<file path="src/rtl/spi_arb_pkg.sv">
// Shared types and constants for the SPI master round-robin scheduler.
package spi_arb_pkg;

  typedef enum logic [1:0] {
    IDLE  = 2'd0,
    ISSUE = 2'd1,
    WAIT  = 2'd2,
    GAP   = 2'd3
  } state_e;

  localparam int unsigned CMD_W = 16;
  localparam logic [CMD_W-1:0] ERR_DATA = 16'hDEAD;

endpackage

</file>
<file path="src/rtl/spi_arb_rr_arbiter.sv">
// Round-robin pick among NUM_REQ requesters; the search starts at the
// pointer and wraps. The pointer advances past the winner on load.
module rr_arbiter #(
  parameter int unsigned NUM_REQ = 3,
  localparam int unsigned IDX_W = (NUM_REQ > 1) ? $clog2(NUM_REQ) : 1
) (
  input  logic               clk,
  input  logic               rst,
  input  logic [NUM_REQ-1:0] req,
  input  logic               load,
  output logic [IDX_W-1:0]   grant_idx,
  output logic               any_req
);

  logic [IDX_W-1:0] ptr_q, ptr_d;

  // First active request at or after the pointer, modulo NUM_REQ
  always_comb begin
    int unsigned idx;
    idx       = 0;
    grant_idx = '0;
    any_req   = 1'b0;
    for (int unsigned k = 0; k < NUM_REQ; k++) begin
      idx = (32'(ptr_q) + k) % NUM_REQ;
      if (!any_req && req[idx]) begin
        any_req   = 1'b1;
        grant_idx = IDX_W'(idx);
      end
    end
  end

  // Next pointer: one past the winner when a grant is taken
  always_comb begin
    ptr_d = ptr_q;
    if (load) ptr_d = IDX_W'((32'(grant_idx) + 1) % NUM_REQ);
  end

  // Pointer register
  always_ff @(posedge clk) begin
    if (rst) ptr_q <= '0;
    else     ptr_q <= ptr_d;
  end

endmodule

</file>
<file path="src/rtl/spi_arb.sv">
// Shares one 16-bit SPI master among NUM_REQ requesters: grants one command
// at a time round-robin, strobes the master, routes slave-select, returns
// read data (or a timeout error) and enforces an idle gap between transfers.
module spi_arb
  import spi_arb_pkg::*;
#(
  parameter int unsigned NUM_REQ    = 3,
  parameter int unsigned GAP_CYCLES = 4,
  parameter int unsigned TIMEOUT    = 2000
) (
  input  logic                     clk,
  input  logic                     rst,
  input  logic [NUM_REQ-1:0]       req,
  input  logic [CMD_W*NUM_REQ-1:0] req_cmd,
  output logic [NUM_REQ-1:0]       ack,
  output logic [NUM_REQ-1:0]       resp_vld,
  output logic [CMD_W-1:0]         resp_data,
  output logic                     resp_err,
  output logic                     spi_wrt,
  output logic [CMD_W-1:0]         spi_cmd,
  input  logic                     spi_done,
  input  logic [CMD_W-1:0]         spi_rd_data,
  output logic [NUM_REQ-1:0]       ss_sel,
  output logic                     busy
);

  localparam int unsigned IDX_W = (NUM_REQ > 1) ? $clog2(NUM_REQ) : 1;
  localparam int unsigned GAP_W = $clog2(GAP_CYCLES + 1);
  localparam int unsigned TO_W  = 11;

  state_e             state_q, state_d;
  logic [IDX_W-1:0]   win_q, win_d;
  logic [CMD_W-1:0]   spi_cmd_q, spi_cmd_d;
  logic [CMD_W-1:0]   resp_data_q, resp_data_d;
  logic [NUM_REQ-1:0] resp_vld_q, resp_vld_d;
  logic               resp_err_q, resp_err_d;
  logic [TO_W-1:0]    to_cnt_q, to_cnt_d;
  logic [GAP_W-1:0]   gap_cnt_q, gap_cnt_d;

  logic [IDX_W-1:0]   grant_idx;
  logic               any_req;
  logic               load;
  logic [NUM_REQ-1:0] win_oh;

  rr_arbiter #(.NUM_REQ(NUM_REQ)) u_rr (
    .clk       (clk),
    .rst       (rst),
    .req       (req),
    .load      (load),
    .grant_idx (grant_idx),
    .any_req   (any_req)
  );

  // One-hot of the latched winner
  always_comb begin
    win_oh = '0;
    for (int unsigned i = 0; i < NUM_REQ; i++) win_oh[i] = (32'(win_q) == i);
  end

  // Next state, counters and response capture
  always_comb begin
    state_d     = state_q;
    win_d       = win_q;
    spi_cmd_d   = spi_cmd_q;
    resp_data_d = resp_data_q;
    resp_vld_d  = '0;
    resp_err_d  = 1'b0;
    to_cnt_d    = to_cnt_q;
    gap_cnt_d   = gap_cnt_q;
    load        = 1'b0;
    unique case (state_q)
      IDLE: begin
        if (any_req) begin
          load      = 1'b1;
          win_d     = grant_idx;
          spi_cmd_d = req_cmd[32'(grant_idx)*CMD_W +: CMD_W];
          state_d   = ISSUE;
        end
      end
      ISSUE: begin
        to_cnt_d = '0;
        state_d  = WAIT;
      end
      WAIT: begin
        to_cnt_d = to_cnt_q + 1'b1;
        // done has priority over the watchdog in the same cycle
        if (spi_done) begin
          resp_data_d = spi_rd_data;
          resp_vld_d  = win_oh;
          gap_cnt_d   = '0;
          state_d     = GAP;
        end else if (to_cnt_q == TO_W'(TIMEOUT - 1)) begin
          resp_data_d = ERR_DATA;
          resp_err_d  = 1'b1;
          resp_vld_d  = win_oh;
          gap_cnt_d   = '0;
          state_d     = GAP;
        end
      end
      GAP: begin
        if (gap_cnt_q == GAP_W'(GAP_CYCLES - 1)) state_d = IDLE;
        else                                      gap_cnt_d = gap_cnt_q + 1'b1;
      end
      default: state_d = IDLE;
    endcase
  end

  // State and datapath registers
  always_ff @(posedge clk) begin
    if (rst) begin
      state_q     <= IDLE;
      win_q       <= '0;
      spi_cmd_q   <= '0;
      resp_data_q <= '0;
      resp_vld_q  <= '0;
      resp_err_q  <= 1'b0;
      to_cnt_q    <= '0;
      gap_cnt_q   <= '0;
    end else begin
      state_q     <= state_d;
      win_q       <= win_d;
      spi_cmd_q   <= spi_cmd_d;
      resp_data_q <= resp_data_d;
      resp_vld_q  <= resp_vld_d;
      resp_err_q  <= resp_err_d;
      to_cnt_q    <= to_cnt_d;
      gap_cnt_q   <= gap_cnt_d;
    end
  end

  assign spi_wrt   = (state_q == ISSUE);
  assign ack       = (state_q == ISSUE) ? win_oh : '0;
  assign ss_sel    = (state_q != IDLE) ? win_oh : '0;
  assign busy      = (state_q != IDLE);
  assign spi_cmd   = spi_cmd_q;
  assign resp_data = resp_data_q;
  assign resp_vld  = resp_vld_q;
  assign resp_err  = resp_err_q;

endmodule

</file>
<file path="config.mk">
export PLATFORM = sky130hd
export DESIGN_NAME = spi_arb
export DESIGN_NICKNAME = d
export VERILOG_FILES = /design/src/rtl/spi_arb_pkg.sv /design/src/rtl/spi_arb_rr_arbiter.sv /design/src/rtl/spi_arb.sv
export SDC_FILE = /design/constraint.sdc
export NUM_CORES = 1
export LEC_CHECK = 0
export BUFFER_PORTS_ARGS = -buffer_cell sky130_fd_sc_hd__buf_2
export CORE_MARGIN = 4
export CORE_UTILIZATION = 56
export DETAILED_ROUTE_END_ITERATION = 8
export PLACE_DENSITY = 0.87
export SETUP_SLACK_MARGIN = 0.2
export SLEW_MARGIN = 5
export SYNTH_ARGS = -nofsm -noshare
export SYNTH_HDL_FRONTEND = slang
export SYNTH_SLANG_ARGS = --single-unit
export TNS_END_PERCENT = 20
</file>
<file path="constraint.sdc">
create_clock -name clk -period 3.61 [get_ports clk]
set_clock_uncertainty 0.05 [all_clocks]
set_input_delay 0.722 -clock clk [delete_from_list [all_inputs] [get_ports clk]]
set_output_delay 0.722 -clock clk [all_outputs]
set_load 0.05 [all_outputs]
</file>
==> impl_metrics.csv <==
group,metric,value,unit
worst_setup_path,crit_arrival,3.22,ns
sta,drv_slew,0,
floorplanning,fp.dieW,88.2,um
sta,hold_viol,0,
floorplanning,dieArea,7780,sq um
worst_setup_path,crit_path_cell_trace,"inv_1, ha_2, buf_4, o22ai_2, o221ai_2, and2_1, o211ai_1, a311oi_2",
logic_synthesis,ys.flop_type,"dfxtp_1",
floorplanning,start_util,59.1,%
cts,cts_hold_buf,0,
power,switching_share,54.1,%
power,seqPwrFrac,23.8,%
grt,grtUsageMet1,30.0,%
floorplanning,fp-row-count,28,
sta,fin_crit,3.04,ns
worst_setup_path,critPathMaxStageDelay,0.74,ns
final_layout,final_core_util,68.4,%
power,internal_power,1.62,mW
logic_synthesis,synth-async-reset-ratio,0,%
grt,grt_pass1_vias,3300,
worst_setup_path,crit_fanout,68,
logic_synthesis,ys_ff_latch,56,
worst_setup_path,critical_path_class,"flop to flop",
sta,fmax,329,MHz
final_layout,fillers,505,
grt,grt_util_met3,3.91,%
sta,rsz0062_at_grt,"no",
final_layout,antenna_cells,0,
detailed_routing,drt-wirelength-per-cell,15.3,um
detailed_routing,antenna_left,0,
power,power.switching,1.91,mW
detailed_routing,via_per_inst,5.77,
cts,post-cts-setup-buffers,0,
power,vdd_drop_max,0.000605,V
detailed_routing,first_pass_iters,5,
grt,use_met2,41.1,%
cts,cts_resized,0,
sta,period_share,84.2,%
sta,setup_viol,0,
detailed_routing,drt_wl_total,9.21,mm
power,p_clk_share,10.4,%
logic_synthesis,synth_top_area_share,31.1,%
cts,cts-root-buf,"clkbuf_8",
grt,gr-max-usage-layer,"met2",
power,p_comb_share,65.8,%
cts,tritoncts,"done",
final_layout,syn_to_final_growth,15.7,%
cts,clk_pin_slew_worst_paths,0.11,ns
run_status,outcome,"completed",
final_layout,final_cell_mix,"buf_2 (113), nor2_1 (83), dfxtp_1 (56), a21oi_1 (55), nor3_1 (33)",
detailed_routing,drtIter0Drc,165,
run,cap_violations,0,
logic_synthesis,syn_area_per_cell,8.14,sq um
worst_setup_path,worstPathRequired,3.79,ns
sta,max_slew_margin,29.3,%
cts,clock_latency,0.31,ns
floorplanning,fp.dieH,88.2,um
power,p_leak,1.73,nW
detailed_routing,remaining_drc_errors,0,
worst_hold_path,hold_path.class,"flop to flop",
place,placed_cell_area,4070,sq um
grt,antenna_found_initial,0,
cts,cts-htree-levels,2,
worst_setup_path,cp-end-kind,"flop",
grt,track_usage,23.4,%
power,power_density,847,nW/um^2
worst_setup_path,cpMaxStageDelayCell,"and2_1",
place,io_buffer_count,113,
sta,tightest_slew,1.06,ns
cts,cts.path.max_buffers,2,
grt,grt_pass1_wl,14.9,mm
final_layout,nNetsFinal,609,
worst_setup_path,crit_family,"compound AO/OA/AOI/OAI gates",
final_layout,layout_commonest_cell,"buf_2",
logic_synthesis,ys_types,52,
worst_setup_path,critPathLaunchType,"flop",
sta,final.setup.tns,0,ns
grt,grt_max_degree,69,
floorplanning,core_area,6100,sq um
final_layout,final_area,4170,sq um
logic_synthesis,syn_inst,443,
final_layout,layout-drive-gt1-share,32.2,%
grt,grt-ovfl-total,0,
logic_synthesis,yosys_warnings,0,
worst_setup_path,crit_buf_inv,2,
place,dp_hpwl,6.77,mm
logic_synthesis,syn_area,3600,sq um
logic_synthesis,syn_nets,525,
detailed_routing,num_vias,3482,
logic_synthesis,synth_area_leaders,"dfxtp_1 (31%), nor2_1 (8.7%), a21oi_1 (7.6%), a311oi_2 (6.7%), nor3_1 (4.6%)",
cts,clkSinkCount,56,
place,place.gp.congestion,0.876,
logic_synthesis,yosysSeqAreaShare,31.1,%
cts,cts_buffers,5,
floorplanning,io_pins,114,
logic_synthesis,synth_area_leader_cell,"dfxtp_1",
logic_synthesis,synth_edf_count,0,
[sequential cells by signal (all words and copies together) (netlist names)]
register,cells
resp_data,16
spi_cmd,16
to_cnt_q,11
gap_cnt_q,3
resp_vld,3
state_q,2
u_rr.ptr_q,2
win_q,2
resp_err,1
[stage by stage]
| stage | instances | hold WS (ns) | total power, mW | setup WS (ns) |
|---|---|---|---|---|
| global placement | 595 | 0.400 | 3.10 | 0.747 |
| CTS | 603 | 0.422 | 3.53 | 0.576 |
| finish | 603 | 0.423 | 3.53 | 0.571 |
| global route | 603 | 0.460 | 3.77 | 0.282 |
| detailed placement | 595 | 0.408 | 3.17 | 0.584 |
| floorplan | 443 | 0.386 | 2.83 | 0.763 |
[worst paths after layout]
check / start / endpoint / slack (ns) / cells past startpoint
hold reg to reg: gap_cnt_q[1]$_SDFFE_PP0P_ / gap_cnt_q[1]$_SDFFE_PP0P_ / 0.42 / 2
setup / recovery: u_rr.ptr_q[1]$_SDFFE_PP0P_ / spi_cmd[4]$_SDFFE_PP0P_ / 0.57 / 8
setup reg to reg: u_rr.ptr_q[1]$_SDFFE_PP0P_ / spi_cmd[4]$_SDFFE_PP0P_ / 0.57 / 8
hold / removal: gap_cnt_q[1]$_SDFFE_PP0P_ / gap_cnt_q[1]$_SDFFE_PP0P_ / 0.42 / 2
[synth_stat cells (all sizes together), types with 2 or more instances]
| master | instances |
|---|---|
| and4 | 2 |
| nor2 | 84 |
| inv | 9 |
| mux2i | 7 |
| a311oi | 16 |
| nand2 | 27 |
| or3 | 3 |
| and2 | 6 |
| nand2b | 6 |
| xor2 | 5 |
| nor3 | 35 |
| a21oi | 55 |
| nand3 | 6 |
| nand4b | 2 |
| a211oi | 18 |
| clkbuf | 18 |
| xnor2 | 3 |
| o21ai | 6 |
| buf | 20 |
| nor2b | 4 |
| ha | 12 |
| nand3b | 4 |
| dfxtp | 56 |
| o211ai | 16 |
| a22oi | 5 |
[layout make-up]
class	count	area, sq um	area share, %
flip-flops and latches	56	1120	26.9
well taps	75	93.8	2.25
multi-input cells	340	2240	53.8
inverters	9	33.8	0.810
clock buffers	6	82.6	1.98
repair buffers	115	581	13.9
clock inverters	2	13.8	0.330
[cells by family after synthesis]
group | count (synthesis) | synth area share, %
AOI/OAI and AO/OA | 125 | 28.7
xor gates and xnor gates | 8 | 1.94
adders and majority gates | 12 | 4.17
buffers and inverters | 47 | 7.01
DFF | 56 | 31.1
muxes | 8 | 2.36
and+or+nand+nor | 187 | 24.7
[tightest hold or removal path, cell delays in order (launching register included)]
cell	delay, ns
dfxtp_1	0.33
nand2_1	0.05
a21oi_1	0.05
[power groups by stage]
stage	combinational [mW]	sequential (mW)	clock [mW]
finish	2.32	0.840	0.368
detailed placement	2.31	0.853	0
global route	2.52	0.855	0.397
CTS	2.32	0.839	0.373
global placement	2.25	0.849	0
floorplan	1.67	1.16	0
[metal layers]
metal  wire, um  vias up
li1           -     1754
met1       3900     1606
met2       4610      111
met3        600       11
met4        102        0
met5          0        -
Note: power is estimated with default switching activity, not from simulation.
